===== config.mk =====
export PLATFORM = sky130hd
export DESIGN_NAME = pll_reset_sequencer
export DESIGN_NICKNAME = d
export VERILOG_FILES = /design/src/rtl/pll_reset_pkg.sv /design/src/rtl/pll_reset_sequencer_sync_bit.sv /design/src/rtl/pll_reset_sequencer.sv
export SDC_FILE = /design/constraint.sdc
export NUM_CORES = 1
export LEC_CHECK = 0
export CAP_MARGIN = 0
export CORE_UTILIZATION = 45
export DETAILED_ROUTE_END_ITERATION = 6
export PLACE_DENSITY = 0.66
export SYNTH_ARGS = -nofsm -noshare
export SYNTH_HDL_FRONTEND = slang
export SYNTH_HIERARCHICAL = 1
export SYNTH_SLANG_ARGS = --single-unit

===== constraint.sdc =====
create_clock -name clk_i -period 2.3 [get_ports clk_i]
set_input_delay 0.69 -clock clk_i [delete_from_list [all_inputs] [get_ports clk_i]]
set_output_delay 0.69 -clock clk_i [all_outputs]
set_load 0.05 [all_outputs]

===== src/rtl/pll_reset_pkg.sv =====
// Shared types and sizing helpers for the PLL-driven staged reset sequencer.
package pll_reset_pkg;

    typedef enum logic [1:0] {
        WAIT_LOCK = 2'd0,
        STABILISE = 2'd1,
        RELEASE   = 2'd2,
        RUN       = 2'd3
    } pll_state_e;

    // Width needed to hold 0..n-1; never narrower than one bit.
    function automatic int cnt_width(input int n);
        return (n <= 1) ? 1 : $clog2(n);
    endfunction

endpackage


===== src/rtl/pll_reset_sequencer_sync_bit.sv =====
// Generic single-bit synchroniser: STAGES flops in series, synchronous active-low clear to 0.
module sync_bit #(
    parameter int STAGES = 2
) (
    input  logic clk_i,
    input  logic sresetn_i,
    input  logic d_i,
    output logic q_o
);

    logic [STAGES-1:0] sync_q;

    // Shift the asynchronous input through the flop chain.
    always_ff @(posedge clk_i) begin
        if (!sresetn_i) begin
            sync_q <= {STAGES{1'b0}};
        end else begin
            sync_q <= {sync_q[STAGES-2:0], d_i};
        end
    end

    assign q_o = sync_q[STAGES-1];

endmodule


===== src/rtl/pll_reset_sequencer.sv =====
// Turns the asynchronous PLL lock into an ordered, spaced release of per-domain
// synchronous resets, and reasserts all of them at once when lock is lost.
module pll_reset_sequencer
    import pll_reset_pkg::*;
#(
    parameter int NUM_DOMAINS        = 3,
    parameter int SYNC_STAGES        = 2,
    parameter int LOCK_STABLE_CYCLES = 1024,
    parameter int RELEASE_GAP_CYCLES = 16,
    parameter int LOSS_CNT_WIDTH     = 8
) (
    input  logic                      clk_i,
    input  logic                      sresetn_i,
    input  logic                      pll_locked_i,
    input  logic                      clear_sticky_i,
    output logic [NUM_DOMAINS-1:0]    domain_sresetn_o,
    output logic                      all_ready_o,
    output logic                      lock_ok_o,
    output logic                      lock_lost_sticky_o,
    output logic [LOSS_CNT_WIDTH-1:0] lock_loss_count_o
);

    localparam int STAB_W = cnt_width(LOCK_STABLE_CYCLES);
    localparam int GAP_W  = cnt_width(RELEASE_GAP_CYCLES);
    localparam int IDX_W  = cnt_width(NUM_DOMAINS);

    localparam logic [STAB_W-1:0]         STAB_LAST = STAB_W'(LOCK_STABLE_CYCLES - 1);
    localparam logic [STAB_W-1:0]         STAB_ONE  = STAB_W'(1);
    localparam logic [GAP_W-1:0]          GAP_LAST  = GAP_W'(RELEASE_GAP_CYCLES - 1);
    localparam logic [GAP_W-1:0]          GAP_ONE   = GAP_W'(1);
    localparam logic [IDX_W-1:0]          IDX_LAST  = IDX_W'(NUM_DOMAINS - 1);
    localparam logic [IDX_W-1:0]          IDX_ONE   = IDX_W'(1);
    localparam logic [LOSS_CNT_WIDTH-1:0] CNT_MAX   = {LOSS_CNT_WIDTH{1'b1}};
    localparam logic [LOSS_CNT_WIDTH-1:0] CNT_ONE   = LOSS_CNT_WIDTH'(1);

    pll_state_e                state_q, state_d;
    logic [STAB_W-1:0]         stab_q, stab_d;
    logic [GAP_W-1:0]          gap_q, gap_d;
    logic [IDX_W-1:0]          idx_q, idx_d;
    logic [NUM_DOMAINS-1:0]    dom_q, dom_d;
    logic                      ready_q, ready_d;
    logic                      sticky_q, sticky_d;
    logic [LOSS_CNT_WIDTH-1:0] loss_cnt_q, loss_cnt_d;
    logic                      loss_ev_s;
    logic                      lock_ok_s;

    sync_bit #(
        .STAGES (SYNC_STAGES)
    ) u_lock_sync (
        .clk_i     (clk_i),
        .sresetn_i (sresetn_i),
        .d_i       (pll_locked_i),
        .q_o       (lock_ok_s)
    );

    // Sequencer next state: stabilisation count, staged release, loss handling.
    always_comb begin
        state_d   = state_q;
        stab_d    = stab_q;
        gap_d     = gap_q;
        idx_d     = idx_q;
        dom_d     = dom_q;
        ready_d   = ready_q;
        loss_ev_s = 1'b0;

        case (state_q)
            WAIT_LOCK: begin
                dom_d   = {NUM_DOMAINS{1'b0}};
                ready_d = 1'b0;
                stab_d  = {STAB_W{1'b0}};
                gap_d   = {GAP_W{1'b0}};
                idx_d   = {IDX_W{1'b0}};
                if (lock_ok_s) begin
                    state_d = STABILISE;
                end else begin
                    state_d = WAIT_LOCK;
                end
            end

            STABILISE: begin
                if (!lock_ok_s) begin
                    state_d = WAIT_LOCK;
                    stab_d  = {STAB_W{1'b0}};
                end else if (stab_q == STAB_LAST) begin
                    dom_d    = {NUM_DOMAINS{1'b0}};
                    dom_d[0] = 1'b1;
                    stab_d   = {STAB_W{1'b0}};
                    gap_d    = {GAP_W{1'b0}};
                    idx_d    = IDX_ONE;
                    if (NUM_DOMAINS == 1) begin
                        ready_d = 1'b1;
                        state_d = RUN;
                    end else begin
                        state_d = RELEASE;
                    end
                end else begin
                    stab_d = stab_q + STAB_ONE;
                end
            end

            RELEASE: begin
                if (!lock_ok_s) begin
                    loss_ev_s = 1'b1;
                end else if (gap_q == GAP_LAST) begin
                    // Releases only ever extend the thermometer of low indices.
                    for (int k = 0; k < NUM_DOMAINS; k++) begin
                        if (k == int'(idx_q)) begin
                            dom_d[k] = 1'b1;
                        end else begin
                            dom_d[k] = dom_q[k];
                        end
                    end
                    gap_d = {GAP_W{1'b0}};
                    idx_d = idx_q + IDX_ONE;
                    if (idx_q == IDX_LAST) begin
                        ready_d = 1'b1;
                        state_d = RUN;
                    end else begin
                        state_d = RELEASE;
                    end
                end else begin
                    gap_d = gap_q + GAP_ONE;
                end
            end

            RUN: begin
                if (!lock_ok_s) begin
                    loss_ev_s = 1'b1;
                end else begin
                    state_d = RUN;
                end
            end

            default: begin
                state_d = WAIT_LOCK;
                dom_d   = {NUM_DOMAINS{1'b0}};
                ready_d = 1'b0;
            end
        endcase

        if (loss_ev_s) begin
            state_d = WAIT_LOCK;
            dom_d   = {NUM_DOMAINS{1'b0}};
            ready_d = 1'b0;
            stab_d  = {STAB_W{1'b0}};
            gap_d   = {GAP_W{1'b0}};
            idx_d   = {IDX_W{1'b0}};
        end else begin
            state_d = state_d;
        end
    end

    // Loss bookkeeping: a loss on the same edge as a clear keeps the sticky set.
    always_comb begin
        sticky_d   = sticky_q;
        loss_cnt_d = loss_cnt_q;
        if (loss_ev_s) begin
            sticky_d = 1'b1;
        end else if (clear_sticky_i) begin
            sticky_d = 1'b0;
        end else begin
            sticky_d = sticky_q;
        end
        if (loss_ev_s && (loss_cnt_q != CNT_MAX)) begin
            loss_cnt_d = loss_cnt_q + CNT_ONE;
        end else begin
            loss_cnt_d = loss_cnt_q;
        end
    end

    // State and output registers with synchronous active-low reset.
    always_ff @(posedge clk_i) begin
        if (!sresetn_i) begin
            state_q    <= WAIT_LOCK;
            stab_q     <= {STAB_W{1'b0}};
            gap_q      <= {GAP_W{1'b0}};
            idx_q      <= {IDX_W{1'b0}};
            dom_q      <= {NUM_DOMAINS{1'b0}};
            ready_q    <= 1'b0;
            sticky_q   <= 1'b0;
            loss_cnt_q <= {LOSS_CNT_WIDTH{1'b0}};
        end else begin
            state_q    <= state_d;
            stab_q     <= stab_d;
            gap_q      <= gap_d;
            idx_q      <= idx_d;
            dom_q      <= dom_d;
            ready_q    <= ready_d;
            sticky_q   <= sticky_d;
            loss_cnt_q <= loss_cnt_d;
        end
    end

    assign domain_sresetn_o   = dom_q;
    assign all_ready_o        = ready_q;
    assign lock_ok_o          = lock_ok_s;
    assign lock_lost_sticky_o = sticky_q;
    assign lock_loss_count_o  = loss_cnt_q;

endmodule


==> results.tsv, run 1 <==
stage	metric	value	unit
logic_synthesis	synth_fa_ha_area_share	7.14	%
logic_synthesis	synth_area_leaders	dfxtp_1 38%, ha_1 7.1%, nand2_1 5.1%	
setup_path	arrival	1.56	ns
setup_path	path_class	reg -> out	
power	switching_share	22.1	%
power	p_leak	0.761	nW
logic_synthesis	yosys.area.top_type	dfxtp_1	
logic_synthesis	dominantRegCellSynth	dfxtp_1	
floorplanning	initial_core_util	47.5	%
hold_path	min_from	u_lock_sync/sync_q[0]	
logic_synthesis	synth_common_cells	33 x dfxtp_1, 24 x nand2_1, 16 x a21oi_1, 14 x nor2_1, 12 x nand3_1	
cts	htree_levels	2	
placement	place_inst	272	
route	routed_wl	3820	um
status	status	complete, no violations	
timing	fmax	445	MHz
finish	final_cell_count_no_fill	280	
timing	maxSlewHeadroom	61.9	%
timing	hold_viol	0	
setup_path	r2r-start	u_lock_sync/sync_q[1]	
cts	cts_resized	0	
route	vias	1640	
power	switchingPower	0.246	mW
logic_synthesis	ys_types	52	
logic_synthesis	yosysSeqAreaShare	37.7	%
global_route	grt_pass1_wl	6930	um
power	power	1.12	mW
setup_path	crit_path_start_kind	flop	
cts	worst_skew_pair.late_latency	0.28	ns
floorplanning	ioPinCount	18	
finish	drive_above_1_share	9.91	%
logic_synthesis	muxShareOfSynthArea	2.29	%
global_route	grt_overflow	0	
floorplanning	num_rows	22	
logic_synthesis	synth-xor-area-share	1.00	%
run	cap_violations	0	
finish	area_growth_syn_to_layout	19.1	%
setup_path	crit_required	1.61	ns
route	vias_per_cell	5.86	
finish	nFillCells	373	
power	clockPowerShare	42.7	%
finish	antenna_cells	0	
setup_path	cp_top_family	buffers and inverters	
placement	io_buffers	17	
route	wl_per_cell	13.6	um
floorplanning	die_area	4150	sq um
setup_path	critPathSlowestCell	clkdlybuf4s50_1	
route	antenna_left	0	
logic_synthesis	synth_area	1750	sq um
timing	fin_crit_sh	97.8	%
cts	cts_tree	yes	
setup_path	max_stage_delay	0.84	ns
floorplanning	die_h	64.4	um
logic_synthesis	synth_seq_cells	33	
placement	hpwl	2770	um
cts	clockBufferDepth	2	
finish	fin_nets	245	
route	first_iter_violations	128	
global_route	grt_max_degree	15	
floorplanning	die_x	64.4	um
power	p_comb_share	5.4	%
timing	worst_slew_pin_slew	0.569	ns
logic_synthesis	syn_inst	208	
timing	finalSetupTns	0	ns
setup_path	cp_max_fo	8	
logic_synthesis	yosysWarnings	6	
logic_synthesis	yosysMostFrequentCell	dfxtp_1	
power	intPower	0.869	mW
timing	period_minus_slack	2.25	ns
logic_synthesis	synth_top_family_by_area	simple AND/OR/NAND/NOR gates	
setup_path	end_kind	primary output	
cts	cts.clk_slew.worst_paths	0.07	ns
logic_synthesis	synth_edf_count	0	
setup_path	cp-startpoint	lock_loss_count_o[7]	
hold_path	min_path_type	reg -> reg	
logic_synthesis	synth_nets	222	
logic_synthesis	yosys.area_share.simple	25.7	%
timing	finClkSkew	0.00461	ns
logic_synthesis	synth_compound_area_share	22.1	%
setup_path	crit_chain	clkdlybuf4s50_1	
logic_synthesis	async_flop_share	0	%
cts	cts_made_buffers	5	
cts	cts_setup_buffers	0	
route	drtPass1Iterations	4	
power	powerDensity	534	nW/um^2
global_route	antenna_found_initial	0	
timing	rsz0062_at_grt	no	
logic_synthesis	post-synth-top-area-fraction	37.7	%
timing	final_max_slew_viol_count	0	
global_route	grt_pass1_vias	1524	
global_route	grt_usage	21.4	%
cts	cts_hold_buf	0	
route	drcViolationCount	0	
logic_synthesis	avgSynthCellArea	8.42	sq um
power	peakVddDrop	301	uV
cts	root_buffer	clkbuf_8	
placement	gp_congestion	0.790	
floorplanning	core_area	3690	sq um
setup_path	path_buf_inv	1	
timing	setup_violations	0	
power	seq_power_share	51.9	%
cts	cts.sinks	33	
==> power by group through the flow <==
| stage | clock, mW | sequential (mW) | combinational, mW |
|---|---|---|---|
| after CTS | 0.494 | 0.579 | 0.0602 |
| after global placement | 0 | 0.592 | 0.0594 |
| after detailed placement | 0 | 0.592 | 0.0600 |
| after floorplan | 0 | 0.595 | 0.0358 |
| final | 0.476 | 0.579 | 0.0601 |
| after global routing | 0.515 | 0.580 | 0.0666 |
==> cells by family (layout without fill, tap and decap cells) <==
kind of cell | count (synthesis) | after routing
DFF | 33 | 33
and+or+nand+nor | 85 | 85
AOI/OAI and AO/OA | 59 | 59
xor gates and xnor gates | 2 | 2
muxes | 4 | 4
adders and majority gates | 10 | 10
buffers and inverters | 15 | 39
==> path summary, 6_finish.rpt <==
check | endpoint | slack, ns | cells after the start
setup reg to reg | stab_q[5] | 0.43 | 4
setup / recovery | lock_loss_count_o[7] | 0.05 | 1
hold / removal | u_lock_sync/sync_q[1] | 0.44 | 1
hold reg to reg | u_lock_sync/sync_q[1] | 0.44 | 1
==> layer usage <==
layer | routed length [um] | global-route usage (%) | share of wire [%]
met5 | 0 | 0 | 0
met4 | 65 | 8.33 | 1.7
met3 | 195 | 6.61 | 5.1
met2 | 1770 | 33.8 | 46
met1 | 1790 | 26.9 | 47
==> cell type report <==
type                       count  area (sq um)  share of cell area, %
multi-input combinational    160          1020                   48.9
tap                           48          60.1                   2.88
clock inverter                 1          5.00                  0.240
inverter                       9          33.8                   1.62
clock buffer                   7          96.3                   4.62
sequential                    33           661                   31.7
timing repair buffer          22           210                   10.1
==> flip-flops by register name, summed over array words and instances, names as in the netlist <==
name and cells:
lock_lost_sticky_o 1, gap_q 4, stab_q 10, u_lock_sync/sync_q 2, idx_q 2, state_q 2, domain_sresetn_o 3, lock_loss_count_o 8
all_ready_o 1
==> cell usage in the layout, fill, tap and decap left out, types with 2 or more instances in the layout <==
cell and instances:
clkdlybuf4s50_1 14, nand2_1 24, o31ai_1 2, nand4b_1 3, clkbuf_8 7, inv_1 8, nor3_1 3, or3_2 2
mux2i_1 4, and4_1 2, a21oi_1 16, a22oi_1 2, a31oi_1 9, o22ai_1 3, or4_1 2, nor2_1 14
and2_1 4, xnor2_1 2, or3_1 3, dlymetal6s2s_1 2, nand3_1 12, a41oi_1 2, a211oi_1 3, nand2b_1 2
nand4_1 5, ha_1 10, dfxtp_1 33, o21ai_0 8, and3_1 2, buf_4 6
==> metrics by stage <==
step | cell area, sq um | hold WS (ns) | utilization (%) | worst slack (ns)
after floorplan | 1750 | 0.412 | - | 0.518
after detailed placement | 1980 | 0.426 | 53.7 | 0.274
final | 2090 | 0.439 | 56.6 | 0.0515
after global routing | 2090 | 0.462 | 56.6 | 0.00163
after CTS | 2080 | 0.450 | 56.4 | 0.0379
after global placement | 1980 | 0.425 | 53.7 | 0.321
(Power assumes the default switching activity.)
==> inputs of run 2 (changes only) <==
--- a/config.mk
+++ b/config.mk
@@ -7,8 +7,9 @@
 export LEC_CHECK = 0
 export CAP_MARGIN = 0
 export CORE_UTILIZATION = 45
+export CTS_CLUSTER_SIZE = 8
 export DETAILED_ROUTE_END_ITERATION = 6
-export PLACE_DENSITY = 0.66
+export DONT_BUFFER_PORTS = 1
 export SYNTH_ARGS = -nofsm -noshare
 export SYNTH_HDL_FRONTEND = slang
 export SYNTH_HIERARCHICAL = 1
==> run 2 against run 1 <==
  * Hold slack better by 0.0059 ns
  * Clock power fell by 9.5%
  * Maximum frequency is 11% higher
  * Sequential power about the same
  * First-iteration DRC count fell by 42%
  * Die area unchanged
  * Register-to-register slack got worse by 0.16 ns
  * Critical endpoint is now stab_q[5]
  * Clock-buffer cell count unchanged
  * Non-clock buffer count down 14
  * Power down 4.7%
==> results.tsv, run 2 (same netlist as run 1, synthesis figures left out) <==
stage	metric	value	unit
route	vias	1591	
placement	gp_congestion	0.915	
setup_path	path_class	reg -> reg	
route	first_iter_violations	74	
placement	dpl-instance-area	1840	sq um
global_route	grt_max_degree	15	
status	status	complete, no violations	
setup_path	cp_max_fo	10	
floorplanning	core_area	3690	sq um
route	routed_wl	3820	um
cts	clockBufferDepth	2	
cts	worst_skew_pair.late_latency	0.28	ns
floorplanning	die_area	4150	sq um
setup_path	cp-startpoint	state_q[1]	
timing	fin_crit_sh	88.2	%
cts	root_buffer	clkbuf_8	
placement	hpwl	2740	um
setup_path	rr_endpoint	stab_q[5]	
floorplanning	initial_core_util	47.5	%
power	p_leak	0.670	nW
power	peakVddDrop	237	uV
setup_path	crit_path_start_kind	flop	
timing	fmax	493	MHz
run	cap_violations	0	
finish	drive_above_1_share	10.6	%
timing	final_max_slew_viol_count	0	
timing	worst_slew_pin_slew	0.671	ns
setup_path	worstSetupEndpoint	stab_q[5]	
timing	finalSetupTns	0	ns
cts	cts_resized	0	
cts	cts.clk_slew.worst_paths	0.06	ns
setup_path	cp.depth	6	
cts	cts_setup_buffers	0	
global_route	grt_overflow	0	
power	power	1.06	mW
global_route	grt_pass1_vias	1375	
timing	setup_violations	0	
route	antenna_left	0	
floorplanning	die_h	64.4	um
finish	area_growth_syn_to_layout	9.71	%
setup_path	path_buf_inv	1	
cts	cts.sinks	33	
setup_path	r2r-start	state_q[1]	
power	powerDensity	553	nW/um^2
timing	rsz0062_at_grt	no	
timing	maxSlewHeadroom	55.2	%
hold_path	min_path_type	reg -> reg	
setup_path	critPathSlowestCell	or4_1	
route	wl_per_cell	14.4	um
cts	cts_hold_buf	0	
setup_path	worst-r2r-cell-count	6	
setup_path	end_kind	flop	
hold_path	min_from	u_lock_sync/sync_q[0]	
finish	antenna_cells	0	
cts	cts_tree	yes	
setup_path	max_stage_delay	0.48	ns
floorplanning	ioPinCount	18	
setup_path	reg2reg_slack	0.27	ns
placement	io_buffers	0	
finish	fin_nets	231	
finish	largest_reg_flops	10	
global_route	grt_pass1_wl	6330	um
timing	whs	0.445	ns
setup_path	cp_top_family	simple AND/OR/NAND/NOR gates	
timing	period_minus_slack	2.03	ns
floorplanning	num_rows	22	
cts	htree_levels	2	
finish	layout_common_cells	33 x dfxtp_1, 24 x nand2_1, 16 x a21oi_1	
cts	cts_made_buffers	5	
route	drcViolationCount	0	
finish	top_register	stab_q	
finish	final_common_cell	dfxtp_1	
global_route	grt_usage	20.1	%
timing	hold_viol	0	
setup_path	crit_required	2.51	ns
floorplanning	die_x	64.4	um
timing	finClkSkew	0.00476	ns
route	drtPass1Iterations	5	
finish	design_area	1920	sq um
route	vias_per_cell	6.00	
setup_path	arrival	2.24	ns
global_route	antenna_found_initial	0	
setup_path	crit_chain	inv_1 > ha_1 > nand2_2 > a31o_1 > or4_1 > a31oi_1	
run 2: cell count changes in the layout (fill, tap and decap cells not counted), sizes merged:
cell,delta
clkdlybuf4s50,-14
buf,+2
clkinv,-1
dlymetal6s2s,-2
run 2: worst min path at each step:
stage,cells after the start,endpoint
6_report,1,u_lock_sync/sync_q[1]
3_3_place_gp,1,u_lock_sync/sync_q[1]
4_1_cts,1,u_lock_sync/sync_q[1]
2_1_floorplan,1,u_lock_sync/sync_q[1]
3_5_place_dp,1,u_lock_sync/sync_q[1]
5_1_grt,1,u_lock_sync/sync_q[1]
run 2: stage by stage:
| stage | std cells | setup slack, ns | util [%] |
|---|---|---|---|
| after global routing | 265 | 0.0949 | 52.1 |
| final | 265 | 0.271 | 52.1 |
| after floorplan | 208 | 0.518 | - |
| after global placement | 258 | 0.384 | 49.8 |
| after CTS | 265 | 0.288 | 52.1 |
| after detailed placement | 258 | 0.302 | 49.8 |
run 2: power by group:
group	switching, mW	leakage [nW]	internal, mW
registers	0.00702	0.266	0.575
logic	0.0329	0.359	0.0166
clock network	0.194	0.0443	0.237
run 2: worst reg2reg max path: cells and delay by family (launching register included):
kind                       cells  cell delay, ns
DFF                            1            0.37
buffers and inverters          1            0.11
AOI/OAI and AO/OA              2            0.45
and+or+nand+nor                2            0.67
adders and majority gates      1            0.37
run 2: area by class of cell:
type                    instances  area, sq um
clock buffers                   7         86.3
inverters                       9         33.8
well taps                      48         60.1
multi-input cells             160         1020
fillers                       359         1770
flip-flops and latches         33          661
repair buffers                  8         60.1
run 2: routing by layer:
layer	wire length [um]	vias to the layer above	GRT usage [%]
li1	-	790	-
met1	1720	749	24.5
met2	1800	47	32.5
met3	238	5	6.07
met4	61	0	8.61
met5	0	-	0
==> inputs of run 3 (changes only) <==
--- a/config.mk
+++ b/config.mk
@@ -14,3 +14,4 @@
 export SYNTH_HDL_FRONTEND = slang
 export SYNTH_HIERARCHICAL = 1
 export SYNTH_SLANG_ARGS = --single-unit
+export TNS_END_PERCENT = 100
==> results of run 3 <==
No change in the layout: final DEF, timing and power equal those of run 2.
